`src/rtl/matmul_pkg.sv`:
```
// Shared defaults, element/matrix types and scheduler state encoding
// for the matrix-add datapath and its request scheduler.
package matmul_pkg;

    localparam int BIT_PREC = 8;
    localparam int N        = 2;

    typedef logic signed [N-1:0][N-1:0][BIT_PREC-1:0] mat_t;

    typedef enum logic [1:0] {
        IDLE = 2'd0,
        ADD  = 2'd1,
        RESP = 2'd2
    } sched_state_t;

endpackage

```
`src/rtl/matadd_2x2.sv`:
```
// Combinational 2x2 element-wise adder; each sum wraps modulo 2^BIT_PREC.
module matadd_2x2 #(
    parameter int BIT_PREC = 8
) (
    input  logic [1:0][1:0][BIT_PREC-1:0] a,
    input  logic [1:0][1:0][BIT_PREC-1:0] b,
    output logic [1:0][1:0][BIT_PREC-1:0] c
);

    always_comb begin
        c = '0;
        for (int r = 0; r < 2; r++) begin
            for (int k = 0; k < 2; k++) begin
                c[r][k] = a[r][k] + b[r][k];
            end
        end
    end

endmodule

```
`src/rtl/matadd_scheduler_arbiter.sv`:
```
// Round-robin arbiter: the search starts at ptr and wraps; grant is gated by en
// while grant_idx always reports the winner (if any) for the data mux.
module rr_arbiter #(
    parameter int N_REQ = 4,
    parameter int ID_W  = $clog2(N_REQ)
) (
    input  logic [N_REQ-1:0] req,
    input  logic [ID_W-1:0]  ptr,
    input  logic             en,
    output logic [N_REQ-1:0] grant,
    output logic [ID_W-1:0]  grant_idx
);

    logic found;
    int   j;

    always_comb begin
        grant     = '0;
        grant_idx = '0;
        found     = 1'b0;
        j         = 0;
        for (int i = 0; i < N_REQ; i++) begin
            j = int'(ptr) + i;
            if (j >= N_REQ) j = j - N_REQ;
            if (!found && req[j]) begin
                found     = 1'b1;
                grant_idx = ID_W'(j);
            end
        end
        if (en && found) grant[grant_idx] = 1'b1;
    end

endmodule

```
`src/rtl/matadd_scheduler.sv`:
```
// Shares one matadd_2x2 between N_REQ requesters: round-robin accept,
// one ADD cycle, then a held response carrying the sum, owner ID and overflow.
module matadd_scheduler #(
    parameter int BIT_PREC = matmul_pkg::BIT_PREC,
    parameter int N        = matmul_pkg::N,
    parameter int N_REQ    = 4
) (
    input  logic                                         clk,
    input  logic                                         rst,
    input  logic [N_REQ-1:0]                             req_valid,
    output logic [N_REQ-1:0]                             req_ready,
    input  logic [N_REQ-1:0][N-1:0][N-1:0][BIT_PREC-1:0] req_a,
    input  logic [N_REQ-1:0][N-1:0][N-1:0][BIT_PREC-1:0] req_b,
    output logic                                         resp_valid,
    input  logic                                         resp_ready,
    output logic [$clog2(N_REQ)-1:0]                     resp_id,
    output logic [N-1:0][N-1:0][BIT_PREC-1:0]            resp_c,
    output logic                                         resp_ovf,
    output logic                                         busy
);

    import matmul_pkg::*;

    localparam int ID_W = $clog2(N_REQ);

    generate
        if (N != 2) begin : g_bad_n
            $error("matadd_scheduler: N must be 2 (matadd_2x2 datapath)");
        end
        if (N_REQ < 2) begin : g_bad_nreq
            $error("matadd_scheduler: N_REQ must be at least 2");
        end
    endgenerate

    sched_state_t                      state, state_nxt;
    logic [ID_W-1:0]                   ptr;
    logic [ID_W-1:0]                   op_id;
    logic [N-1:0][N-1:0][BIT_PREC-1:0] op_a, op_b, sum;
    logic [N_REQ-1:0]                  grant;
    logic [ID_W-1:0]                   grant_idx;
    logic                              can_accept;
    logic                              accept;
    logic                              ovf;

    // Reset is excluded so a requester held valid through reset is never acked.
    assign can_accept = !rst && ((state == IDLE) || (state == RESP && resp_ready));

    rr_arbiter #(
        .N_REQ (N_REQ),
        .ID_W  (ID_W)
    ) u_arb (
        .req       (req_valid),
        .ptr       (ptr),
        .en        (can_accept),
        .grant     (grant),
        .grant_idx (grant_idx)
    );

    assign req_ready  = grant;
    assign accept     = |grant;
    assign resp_valid = (state == RESP);
    assign busy       = (state != IDLE);

    matadd_2x2 #(
        .BIT_PREC (BIT_PREC)
    ) u_add (
        .a (op_a),
        .b (op_b),
        .c (sum)
    );

    // Signed overflow: operands agree in sign but the wrapped sum does not.
    always_comb begin
        ovf = 1'b0;
        for (int r = 0; r < N; r++) begin
            for (int k = 0; k < N; k++) begin
                if ((op_a[r][k][BIT_PREC-1] == op_b[r][k][BIT_PREC-1]) &&
                    (sum[r][k][BIT_PREC-1] != op_a[r][k][BIT_PREC-1]))
                    ovf = 1'b1;
            end
        end
    end

    always_comb begin
        state_nxt = state;
        case (state)
            IDLE:    if (accept) state_nxt = ADD;
            ADD:     state_nxt = RESP;
            RESP:    if (resp_ready) state_nxt = accept ? ADD : IDLE;
            default: state_nxt = IDLE;
        endcase
    end

    // NOTE: state uses non-blocking assignments so every register samples pre-edge values.
    always_ff @(posedge clk or posedge rst) begin
        if (rst) begin
            state    <= IDLE;
            ptr      <= '0;
            op_id    <= '0;
            op_a     <= '0;
            op_b     <= '0;
            resp_c   <= '0;
            resp_ovf <= 1'b0;
            resp_id  <= '0;
        end else begin
            state <= state_nxt;
            if (accept) begin
                op_a  <= req_a[grant_idx];
                op_b  <= req_b[grant_idx];
                op_id <= grant_idx;
                ptr   <= (grant_idx == ID_W'(N_REQ - 1)) ? '0 : grant_idx + ID_W'(1);
            end
            if (state == ADD) begin
                resp_c   <= sum;
                resp_ovf <= ovf;
                resp_id  <= op_id;
            end
        end
    end

endmodule

```
`config.mk`:
```
export PLATFORM = sky130hd
export DESIGN_NAME = matadd_scheduler
export DESIGN_NICKNAME = d
export VERILOG_FILES = /design/src/rtl/matmul_pkg.sv /design/src/rtl/matadd_2x2.sv /design/src/rtl/matadd_scheduler_arbiter.sv /design/src/rtl/matadd_scheduler.sv
export SDC_FILE = /design/constraint.sdc
export NUM_CORES = 1
export LEC_CHECK = 0
export ABC_AREA = 1
export CAP_MARGIN = 10
export CORE_MARGIN = 3
export CORE_UTILIZATION = 26
export CTS_BUF_LIST = sky130_fd_sc_hd__clkbuf_2
export DETAILED_ROUTE_END_ITERATION = 6
export GPL_TIMING_DRIVEN = 0
export SKIP_LAST_GASP = 1
export SLEW_MARGIN = 20
export SYNTH_ARGS = -nofsm -noshare
export SYNTH_HDL_FRONTEND = slang
export SYNTH_SLANG_ARGS = --single-unit
```
`constraint.sdc`:
```
create_clock -name clk -period 4.5 [get_ports clk]
set_input_delay 0.9 -clock clk [delete_from_list [all_inputs] [get_ports clk]]
set_output_delay 0.9 -clock clk [all_outputs]
set_load 0.01 [all_outputs]
```
* Yosys cells after proc, flatten, opt, wreduce, memory -nomap -nowiden *
Index checks and enable logic that the tools add are counted.

cells by class
  mux-type cells = 40
  reductions and logical operators = 20
  equality and inequality tests = 13
  add/sub/neg operators = 12
  magnitude comparators = 10

operators by type and width
  operator                                                                              number
  32-bit two-way mux                                                                    6
  32-bit binary-select mux with 2-bit select                                            2
  32-bit by 4-bit < comparator with 1-bit output, second input constant                 4
  32-bit by 4-bit greater-or-equal comparator with 1-bit output, second input constant  3
  32-bit by 4-bit subtractor with 32-bit output, second input constant                  3
  8-bit adder                                                                           4
  1-bit two-way mux                                                                     18
  2-bit two-way mux                                                                     7
  1-bit logical AND                                                                     11
  1-bit binary-select mux with 2-bit select                                             4
  2-bit by 2-bit adder with 3-bit output, second input constant                         2
  2-bit case mux with 3 select lines                                                    1
  1-bit == test                                                                         4
  2-bit == test, second input constant                                                  2
  1-bit logical NOT                                                                     4
  4-bit two-way mux                                                                     1
  1-bit inequality test                                                                 4
  4-bit OR reduction                                                                    1
  2-bit by 3-bit subtractor with 4-bit output, second input constant                    1
  2-bit by 1-bit adder with 3-bit output, second input constant                         1
  2-bit by 3-bit greater-or-equal comparator with 1-bit output, second input constant   1
  2-bit by 3-bit < comparator with 1-bit output, second input constant                  1
  2-bit by 1-bit adder with 2-bit output, second input constant                         1
  1-bit demux with 2-bit select                                                         1
  8 further kinds                                                                       8

storage, ports and cells
  input port bits = 263
  bits in registers = 105
  logic and storage cells = 112

* Logic depth before layout (Yosys ltp) *
Gate-level depths: netlist (run 1).

  depth in word-level cells = 24
  gate-level depth with buffers = 18
  depth with buffers taken out = 16

* By module *
From an unflattened synthesis (run 1), not the netlist that was laid out.

second synthesis, totals
  cells, all modules = 1188
  area total of the unflattened synthesis = 7817.5 um^2

by module, submodules not included
  module            cells an instance  times used  seq. area each (um^2)  area each (um^2)
  matadd_scheduler  874                1           2627.5                 6122.1
  matadd_2x2        240                1           0.0                    1361.3
  rr_arbiter        74                 1           0.0                    334.1

* Worst setup path before layout (run 1) *
No wires, ideal clock.

  kind = input-to-output
  start point = input req_valid[1]
  end point = output req_ready[3]
  buffers on the path = 3
  data arrival time = 2.552 ns
  stages on the path = 13
  slack = 1.048 ns
  cells stage by stage = inv_1 -> nand2_1 -> nand3_1 -> nand2_2 -> nor2_2 -> nand4_1 -> nand3_1 -> clkbuf_1 -> ha_1 -> nand2_1 -> buf_4 -> buf_4 -> inv_1

between the ends
  longest elaborated chain between the ends = 18
  elaborated cells between the ends (all ways) = 33
  classes of those cells = 2 x order compare; 23 x mux; 8 x reduce/logical

RTL lines
  item                                                                                                                                                 RTL line                        source
  start, declared                                                                                                                                      matadd_scheduler.sv:10          input logic [N_REQ-1:0] req_valid,
  1-bit binary-select mux with 2-bit select                                                                                                            matadd_scheduler_arbiter.sv:25  if (!found && req[j]) begin
  1-bit two-way mux (implied by the code) (2 in series)                                                                                                matadd_scheduler_arbiter.sv:25
  1-bit two-way mux                                                                                                                                    matadd_scheduler_arbiter.sv:25
  1-bit logical NOT                                                                                                                                    matadd_scheduler_arbiter.sv:25
  1-bit logical AND                                                                                                                                    matadd_scheduler_arbiter.sv:25
  1-bit two-way mux                                                                                                                                    matadd_scheduler_arbiter.sv:25
  1-bit logical NOT                                                                                                                                    matadd_scheduler_arbiter.sv:25
  1-bit logical AND                                                                                                                                    matadd_scheduler_arbiter.sv:25
  1-bit two-way mux                                                                                                                                    matadd_scheduler_arbiter.sv:25
  1-bit logical NOT                                                                                                                                    matadd_scheduler_arbiter.sv:25
  1-bit logical AND                                                                                                                                    matadd_scheduler_arbiter.sv:25
  2-bit two-way mux                                                                                                                                    matadd_scheduler_arbiter.sv:25
  2-bit by 3-bit < comparator with 1-bit output (implied by the code) or 2-bit by 1-bit greater-or-equal comparator with 1-bit output (tied branches)  matadd_scheduler_arbiter.sv:30  if (en && found) grant[grant_idx] = 1'b1;
  1-bit logical AND (implied by the code)                                                                                                              matadd_scheduler_arbiter.sv:30
  1-bit two-way mux (implied by the code)                                                                                                              matadd_scheduler_arbiter.sv:30
  1-bit demux with 2-bit select                                                                                                                        n/a
  4-bit two-way mux (*)                                                                                                                                matadd_scheduler_arbiter.sv:30
  end, declared                                                                                                                                        matadd_scheduler.sv:11          output logic [N_REQ-1:0] req_ready,

Mark *: on every way between the ends. The rest lies on a longest branch, timed or not. The select of a mux whose other input is x is not followed.

* Worst setup path after layout (run 1) *
Ends and elaborated chain as after synthesis.

==> results of run 1 <==
[routing by layer]
| layer | up-vias | global-route usage (%) | routed length [um] |
|---|---|---|---|
| li1 | 4863 | - | - |
| met1 | 4318 | 25.15 | 14660 |
| met2 | 253 | 31.63 | 15700 |
| met3 | 23 | 2.711 | 1715 |
| met4 | 0 | 4.083 | 452 |
| met5 | - | 0 | 0 |
[synth_stat cells, types with 2 or more instances]
library cell / n / area, sq um
nand2_1: 570 / 2140
nand3_1: 285 / 1426
inv_1: 128 / 480.5
dfrtp_1: 105 / 2628
buf_2: 51 / 255.2
nor2_1: 33 / 123.9
ha_1: 29 / 362.9
a21oi_1: 26 / 130.1
o21ai_0: 24 / 120.1
clkbuf_1: 18 / 67.56
or2_2: 11 / 68.82
a31oi_1: 8 / 50.05
nand4_1: 7 / 43.79
buf_4: 6 / 45.04
buf_1: 5 / 18.77
fa_1: 4 / 80.08
o21ai_1: 4 / 20.02
nor2_2: 3 / 18.77
nor3_1: 3 / 15.01
inv_2: 2 / 7.510
nand2_2: 2 / 12.51
o211ai_1: 2 / 15.01
[metrics by stage]
| step | worst slack (ns) | std cells | setup TNS [ns] | cell area, sq um | utilization [%] |
|---|---|---|---|---|---|
| after floorplan | 0.8395 | 1335 | 0 | 8205 | - |
| after global placement | -0.8017 | 2034 | -83.69 | 11730 | 38.06 |
| after detailed placement | -0.4844 | 2035 | -0.4844 | 11770 | 38.17 |
| after CTS | 0.05625 | 2051 | 0 | 11910 | 38.64 |
| after global routing | 0.04897 | 2051 | 0 | 11920 | 38.67 |
| final | 0.2262 | 2051 | 0 | 11920 | 38.67 |
[state kept, by name, summed over array words and instances, names as in the netlist]
register,count
op_a,32
state,2
resp_c,32
resp_id,2
ptr,2
op_id,2
op_b,32
resp_ovf,1
[tightest hold or removal path, delay by kind of cell, from the launching register on]
| kind | cells | cell delay [ns] |
|---|---|---|
| DFF | 1 | 0.41 |
| and+or+nand+nor | 2 | 0.11 |
[worst max path at each step]
stage / from / endpoint / slack (ns) / cells after the start
after floorplan: rst / op_a[0] / 0.84 / 1
final: req_valid[1] / req_ready[3] / 0.23 / 15
after detailed placement: req_valid[1] / req_ready[3] / -0.48 / 15
after global placement: rst / resp_c[18] / -0.80 / 2
after global routing: req_valid[1] / req_ready[3] / 0.05 / 15
after CTS: req_valid[1] / req_ready[1] / 0.06 / 13
[cells by family after synthesis]
group	after synthesis	synth area share [%]
flops	105	32.02
buf+inv	210	10.66
xor+xnor	2	0.2135
fa+ha+maj	33	5.398
compound gates	68	4.468
simple gates	917	47.24
[repair_timing]
| action | CTS | global route |
|---|---|---|
| cloned | 0 | 0 |
| setup endpoints to repair | 1 | 2 |
| resized for setup | 9 | 3 |
| buffers inserted | 1 | 0 |
| endpoints found under the hold margin | 0 | 0 |
[cell type report]
cell class | count | area, sq um
multi-input cells | 1020 | 4731
inverters | 130 | 493.0
diodes | 1 | 2.502
clock inverters | 5 | 57.56
plain buffers | 79 | 395.4
flip-flops and latches | 105 | 2628
well taps | 396 | 495.5
clock buffers | 10 | 50.05
fillers | 3298 | 18910
repair buffers | 305 | 3069
[report_power, final]
group	total [mW]	internal [mW]	switching, mW	leakage [nW]
Sequential	1.75	1.39	0.361	1.32
Combinational	7.12	2.51	4.61	4.92
Clock	0.442	0.125	0.317	0.0600
Total	9.31	4.03	5.29	6.31
==> metrics.md, run 1 <==
| Metric | Value |
|---|---|
| Pin slew with the least headroom to its limit | 0.7864 ns |
| Nets | 1946 |
| Beginning of the worst hold path | resp_c[8] |
| Outcome | complete, no violations |
| Cell mode on critical path | nand2_1 |
| Fraction of layout cells with a size suffix above 1 | approximately 6% |
| Sequential-to-total area share from yosys stat | 32.02% |
| CTS root buf | clkbuf_2 |
| CP Buf/Inv Count | 6 |
| Mapped cell area | around 0.008 sq mm |
| Worst path max stage delay | about 0.43 ns |
| Cell family with most CP delay | buffers and inverters |
| Power Density | 781.2 mW/mm^2 |
| CP required | 3.60 ns |
| Hold Crit Class | reg -> reg |
| Gpl congestion | 0.8970 |
| First-pass GRT wire length | 49080 um |
| Aggregate routed wire length | 32530 um |
| Kind of critical path | in -> out |
| Hold Slack | around 0.51 ns |
| Post-DRT Antenna Nets | 0 |
| EDFF count, synth | 0 |
| Placeable core region | a little over 0.03 sq mm |
| Leak | between 6 and 7 nW |
| Initial DRC Count | 566 |
| Hold Path End | resp_c[8] |
| Cells after Synth | 1335 |
| Critical Path AT | 3.37 ns |
| R2r setup slk | about 1.5 ns |
| Total number of vias | 9457 |
| Synthesis Warnings | 0 |
| Number of buffers created by CTS | 9 |
| Critical-path maximum fanout | 19 |
| DR WL/cell | 15.86 um |
| FF-to-FF path depth | 16 |
| Initial Utilization | 26.62% |
| Minimum clock period | 4.274 ns |
| Detail Placement HPWL | between 20000 and 30000 um |
| Vias in the first global route | 9136 |
| Commonest non-fill, non-tap cells in the layout | nand2_1 (569), clkdlybuf4s50_1 (301), nand3_1 (284) |
| Yosys reg bits | about 110 |
| Post-Syn Nets | 1631 |
| FP Rows | 64 |
| Initial antenna violation count | 1 |
| Post-CTS Hold Buffers | 0 |
| Die Height | around 180 um |
| CTS Sinks | 105 |
| DR vias/cell | 4.611 |
| First-pass detailed-route iteration total | 7 |
| Grt ovf | 0 |
| Reg-to-Reg Start | ptr[0] |
| Die ar. | roughly 0.034 sq mm |
| Crit path capture type | output port |
| Worst Skew | approximately 0.02 ns |
| Relative slew slack | 47.02% |
| IO buf count | between 300 and 400 |
| Worst-skew pair later-pin latency | slightly below 0.6 ns |
| GRT Util Overall | 18.61% |
| Largest net degree at the start of global routing | 62 |
| CP startpoint kind | primary input |
| VDD IR-drop max | 0.0004280 V |
| Final Slew Violations | 0 |
| Final Power | approximately 9.3 mW |
| Asr flop ratio synth | 100.0% |
| FF-to-FF End | op_b[30] |
| Die X | 183.7 um |
| IO Pins | 304 |
| DRC Markers | 0 |
| Post-Syn Area per Cell | 6.146 sq um |
| Distinct cells, synth | 31 |
| Hold depth | 2 |
| H-tree lvl count | 3 |
| CP Cell Sequence | clkdlybuf4s50_1, inv_1, nand2_1, nand3_1, nand2_2, nor2_1, nand2_1, nand2_1, nand3_4, clkbuf_8, ha_1, nand2_1, buf_6, inv_1, dlygate4sd2_1 |
| Fmax | 234.0 MHz |
| Crit-path slowest cell | clkdlybuf4s50_1 |
| CTS tree | yes |
| MaxCap Viol Count | 0 |
| Worst-case clock buffer depth | 2 |
| # setup viols final | 0 |
| Clock-pin slew on the worst setup and hold paths | around 0.26 ns |
| Commonest non-fill, non-tap cell in the layout | nand2_1 |
| Synth Flop Type | dfrtp_1 |
| Area growth syn-to-layout | 45.29% |
| Fin crit share | 94.97% |
| Final Hold Vio Count | 0 |
| Unrepaired setup endpoints after global routing | no |
No activity file was read; power rests on OpenSTA's default activity.
==> run 2, diff against run 1 <==
Settings changed: SLEW_MARGIN 20 to not set.
==> metrics.md, run 2 (synthesis results as in run 1) <==
| Metric | Value |
|---|---|
| FP Rows | 64 (unchanged) |
| Die ar. | 0.03373 sq mm (unchanged) |
| Final Power | 9.310 mW (about the same) |
| # setup viols final | 0 (unchanged) |
| Power Density | 781.1 mW/mm^2 (about the same) |
| Fmax | 234.1 MHz (about the same) |
| Top flop regs | op_a: 32 flops, op_b: 32 flops, resp_c: 32 flops |
| Vias in the first global route | 9136 (unchanged) |
| Clock-pin slew on the worst setup and hold paths | 0.26 ns (about the same) |
| Fraction of layout cells with a size suffix above 1 | 5.925% (unchanged) |
| Detail Placement HPWL | 27660 um (about the same) |
| Leak | 6.307 nW (about the same) |
| CP Cell Sequence | clkdlybuf4s50_1, inv_1, nand2_1, nand3_1, nand2_2, nor2_1, nand2_1, nand2_1, nand3_4, clkbuf_8, ha_1, nand2_1, buf_6, inv_1, dlygate4sd2_1 |
| DRC Markers | 0 (unchanged) |
| Number of buffers created by CTS | 9 (unchanged) |
| Worst Skew | 0.01964 ns (-0.00009850 ns) |
| Pin slew with the least headroom to its limit | 0.7867 ns (+0.0002862 ns) |
| Minimum clock period | 4.272 ns (-0.001519 ns) |
| CP required | 3.60 ns (about the same) |
| Commonest non-fill, non-tap cell in the layout | nand2_1 |
| Final Hold Vio Count | 0 (unchanged) |
| Area of the multi-input gates | 0.004731 sq mm (unchanged) |
| MaxCap Viol Count | 0 (unchanged) |
| Die X | 183.7 um (unchanged) |
| Worst-skew pair later-pin latency | 0.59 ns (about the same) |
| Worst-case clock buffer depth | 2 (unchanged) |
| Initial antenna violation count | 1 (unchanged) |
| CP startpoint kind | primary input |
| Die Height | 183.7 um (unchanged) |
| Largest net degree at the start of global routing | 62 (unchanged) |
| IO buf count | 303 (unchanged) |
| Final Slew Violations | 0 (unchanged) |
| DR WL/cell | 15.87 um (about the same) |
| Grt ovf | 0 (unchanged) |
| DR vias/cell | 4.611 (about the same) |
| Gpl congestion | 0.8970 (unchanged) |
| IO Pins | 304 (unchanged) |
| First-pass detailed-route iteration total | 7 (unchanged) |
| Post-DRT Antenna Nets | 0 (unchanged) |
| Kind of critical path | in -> out |
| CTS Sinks | 105 (unchanged) |
| Area growth syn-to-layout | 45.26% (about the same) |
| Unrepaired setup endpoints after global routing | no |
| Hold Crit Class | reg -> reg |
| Filler cells | 3299 (+0.030%) |
| Outcome | complete, no violations |
| Cell mode on critical path | nand2_1 |
| H-tree lvl count | 3 (unchanged) |
| Nets | 1946 (unchanged) |
| Initial DRC Count | 561 (-0.88%) |
| First-pass GRT wire length | 49080 um (unchanged) |
| Total number of vias | 9458 (+0.011%) |
| CTS root buf | clkbuf_2 |
| Critical Path AT | 3.37 ns (about the same) |
| Seq. cell area | 0.002628 sq mm (unchanged) |
| Initial Utilization | 26.62% (unchanged) |
| Post-CTS Hold Buffers | 0 (unchanged) |
| Crit path capture type | output port |
| GRT Util Overall | 18.61% (unchanged) |
| Commonest non-fill, non-tap cells in the layout | nand2_1 (569), clkdlybuf4s50_1 (301), nand3_1 (284) |
| Relative slew slack | 47.00% (about the same) |
| Hold Slack | 0.5135 ns (unchanged) |
| Placeable core region | 0.03083 sq mm (unchanged) |
| VDD IR-drop max | 0.0004280 V (about the same) |
| Aggregate routed wire length | 32550 um (about the same) |
| Worst path max stage delay | 0.43 ns (about the same) |
| Fin crit share | 94.94% (about the same) |
| CTS tree | yes |
| Crit-path slowest cell | clkdlybuf4s50_1 |
| Critical-path maximum fanout | 19 (unchanged) |
==> run 2: cell counts in the layout (fill, tap and decap cells not counted) <==
No cell type changed its count.
==> run 2: power by group <==
part           internal (mW)  switching (mW)  leakage [nW]
combinational           2.51            4.60          4.92
clock                  0.125           0.317        0.0600
sequential              1.39           0.361          1.32
total                   4.03            5.28          6.31
==> run 2: metal layers <==
layer  part of all wire [%]  GRT usage, %  wire, um  vias up
met2                     48         31.63     15700      254
met5                      0             0         0        -
met1                     45         25.15     14680     4318
met3                    5.3         2.711      1714       23
li1                       -             -         -     4863
met4                    1.4         4.083       452        0
==> run 2: path summary, 6_finish.rpt <==
path                              start  slack [ns]            to  cells after the start
max in group asynchronous           rst        3.01    resp_c[22]                      3
min                           resp_c[8]        0.51     resp_c[8]                      2
max reg2reg                      ptr[0]        1.45      op_b[30]                     16
min in group asynchronous           rst        0.78        ptr[1]                      2
max                        req_valid[1]        0.23  req_ready[3]                     15
min reg2reg                   resp_c[8]        0.51     resp_c[8]                      2
==> run 2: timing repair <==
| item | CTS | global route |
|---|---|---|
| setup buffers | 1 | 0 |
| endpoints found under the setup margin | 1 | 2 |
| cloned | 0 | 0 |
| gates resized for setup | 9 | 3 |
==> run 2: cell type report <==
cell class	count	share of cell area [%]
Clock inverter	5	0.4829
Sequential cell	105	22.04
Tap cell	396	4.157
Clock buffer	10	0.4199
Antenna cell	1	0.02100
Buffer	79	3.317
Inverter	130	4.115
Timing Repair Buffer	305	25.75
Multi-Input combinational cell	1020	39.69
==> run 2: metrics by stage <==
stage	instance area [sq um]	TNS [ns]	instances	util [%]	worst slack, ns
after floorplan	8205	0	1335	-	0.8395
after global placement	11730	-83.69	2034	38.06	-0.8017
after detailed placement	11760	-0.4844	2035	38.16	-0.4844
after CTS	11910	0	2051	38.64	0.05625
after global routing	11920	0	2051	38.66	0.04897
final	11920	0	2051	38.66	0.2277
==> run 2: critical path: cells and delay by family <==
kind | cells | cell delay [ns]
adder cells (fa/ha/maj) | 1 | 0.21
buffers and inverters | 6 | 1.31
AND/OR/NAND/NOR | 8 | 0.94
==> run 3, diff against run 2 <==
==> constraint.sdc (replaced) <==
create_clock -name clk -period 4.5 [get_ports clk]
set_input_delay 1.125 -clock clk [delete_from_list [all_inputs] [get_ports clk]]
set_output_delay 1.125 -clock clk [all_outputs]
set_load 0.01 [all_outputs]
==> metrics.md, run 3 (synthesis results as in run 1) <==
| Metric | Value |
|---|---|
| Unrepaired setup endpoints after global routing | yes |
| Number of buffers created by CTS | 9 (unchanged) |
| Initial antenna violation count | 1 (unchanged) |
| Clock-pin slew on the worst setup and hold paths | 0.26 ns (about the same) |
| Worst-skew pair later-pin latency | 0.60 ns (about the same) |
| Largest net degree at the start of global routing | 62 (unchanged) |
| Total number of vias | 9511 (+0.56%) |
| CP startpoint kind | primary input |
| CP required | 3.38 ns (-0.22 ns) |
| Post-CTS Hold Buffers | 0 (unchanged) |
| Vias in the first global route | 9153 (+0.19%) |
| Initial Utilization | 26.62% (unchanged) |
| DR WL/cell | 15.88 um (about the same) |
| Leak | 6.333 nW (+0.41%) |
| Final Slew Violations | 0 (unchanged) |
| DR vias/cell | 4.630 (+0.41%) |
| IO buf count | 303 (unchanged) |
| Die Height | 183.7 um (unchanged) |
| Post-route setup TNS | 0 ns (unchanged) |
| Grt ovf | 0 (unchanged) |
| Worst Skew | 0.03126 ns (+0.01161 ns) |
| Aggregate routed wire length | 32620 um (+0.22%) |
| Detail Placement HPWL | 27660 um (unchanged) |
| Gpl congestion | 0.8970 (unchanged) |
| Die X | 183.7 um (unchanged) |
| Worst-case clock buffer depth | 2 (unchanged) |
| Commonest non-fill, non-tap cells in the layout | nand2_1 (566), clkdlybuf4s50_1 (299), nand3_1 (281) |
| First-pass detailed-route iteration total | 5 (-2) |
| Hold Slack | 0.5122 ns (-0.001312 ns) |
| Top flop regs | op_a: 32 flops, op_b: 32 flops, resp_c: 32 flops |
| Hold Crit Class | reg -> reg |
| Relative slew slack | 47.25% (+0.24 points) |
| MaxCap Viol Count | 0 (unchanged) |
| Outcome | complete, no violations |
| Placeable core region | 0.03083 sq mm (unchanged) |
| Critical-path maximum fanout | 11 (-8) |
| # setup viols final | 0 (unchanged) |
| Initial DRC Count | 482 (-14%) |
| Power Density | 784.0 mW/mm^2 (+0.37%) |
| Pin slew with the least headroom to its limit | 0.7913 ns (+0.004649 ns) |
| Commonest non-fill, non-tap cell in the layout | nand2_1 |
| CTS Sinks | 105 (unchanged) |
| VDD IR-drop max | 0.0004324 V (+1.0%) |
| GRT Util Overall | 18.65% (+0.046 points) |
| Post-DRT Antenna Nets | 0 (unchanged) |
| Fraction of layout cells with a size suffix above 1 | 6.699% (+0.77 points) |
| Area growth syn-to-layout | 45.94% |
| Minimum clock period | 4.445 ns (+0.1730 ns) |
| First-pass GRT wire length | 49170 um (+0.18%) |
| Kind of critical path | in -> out |
| Fin crit share | 98.78% (+3.8 points) |
| DRC Markers | 0 (unchanged) |
| Critical Path AT | 3.32 ns (-0.05 ns) |
| Filler cells | 3291 (-0.24%) |
| FP Rows | 64 (unchanged) |
| Crit path capture type | output port |
| IO Pins | 304 (unchanged) |
| CTS root buf | clkbuf_2 |
| Final Hold Vio Count | 0 (unchanged) |
| CTS tree | yes |
| Fmax | 225.0 MHz (-3.9%) |
| Die ar. | 0.03373 sq mm (unchanged) |
| H-tree lvl count | 3 (unchanged) |
| Nets | 1949 (+0.15%) |
run 3: cell count changes in the layout (fill, tap and decap cells not counted), sizes merged:
| cell | before | now |
|---|---|---|
| buf | 63 | 66 |
| clkdlybuf4s50 | 301 | 299 |
| clkbuf | 28 | 29 |
| clkdlybuf4s15 | 0 | 1 |
run 3: worst max-delay path, cell delays in order:
cell and delay (ns):
clkdlybuf4s50_1 0.43, inv_1 0.09, nand2_1 0.10, nand3_2 0.13, nand2_4 0.08, nor2_2 0.13, nand2_1 0.06, nand2_1 0.11
nand3_4 0.13, clkbuf_8 0.16, ha_1 0.21, nand2_2 0.11, buf_8 0.14, inv_1 0.08, clkdlybuf4s15_2 0.24
run 3: where the power goes:
group          internal, mW  total (mW)  switching (mW)
Clock                 0.125       0.442           0.317
Sequential             1.39        1.75           0.361
Combinational          2.56        7.19            4.64
run 3: path summary, 6_finish.rpt:
path	from	to	slack [ns]	cells after the start
min	resp_c[8]	resp_c[8]	0.51	2
max reg2reg	ptr[1]	op_b[30]	1.49	16
max	req_valid[1]	req_ready[3]	0.05	15
min reg2reg	resp_c[8]	resp_c[8]	0.51	2
min in group asynchronous	rst	ptr[1]	1.00	2
max in group asynchronous	rst	op_a[29]	2.79	3
run 3: layout make-up:
type                       instances  area [sq um]  area share [%]
clock inverter                     5         57.56          0.4806
antenna                            1         2.502         0.02090
tap                              396         495.5           4.138
multi-input combinational       1020          4765           39.79
sequential                       105          2628           21.94
clock buffer                      10         50.05          0.4179
buffer                            79         399.1           3.333
inverter                         130         490.5           4.096
timing repair buffer             308          3088           25.79
run 3: repair_timing:
| item | 4_1_cts | 5_1_grt |
|---|---|---|
| pin swaps | 0 | 0 |
| setup buffers | 4 | 0 |
| setup endpoints to repair | 4 | 3 |
| resized for setup | 23 | 6 |
run 3: stage by stage:
step / setup slack, ns / power (mW) / utilization (%) / area, sq um / std cells
final: 0.05475 / 9.388 / 38.84 / 11980 / 2054
after detailed placement: -0.9344 / 8.844 / 38.16 / 11760 / 2035
after global routing: -0.1183 / 10.43 / 38.84 / 11980 / 2054
after global placement: -1.027 / 8.778 / 38.06 / 11730 / 2034
after CTS: 0.01631 / 9.455 / 38.81 / 11970 / 2053
after floorplan: 0.5984 / 6.288 / - / 8205 / 1335
run 3: per-layer routing:
metal / track usage, % / part of all wire (%) / vias to the layer above
met3: 2.711 / 5.5 / 22
met5: 0 / 0 / -
met1: 25.17 / 45 / 4350
met2: 31.78 / 48 / 267
met4: 4.083 / 1.3 / 0
li1: - / - / 4872
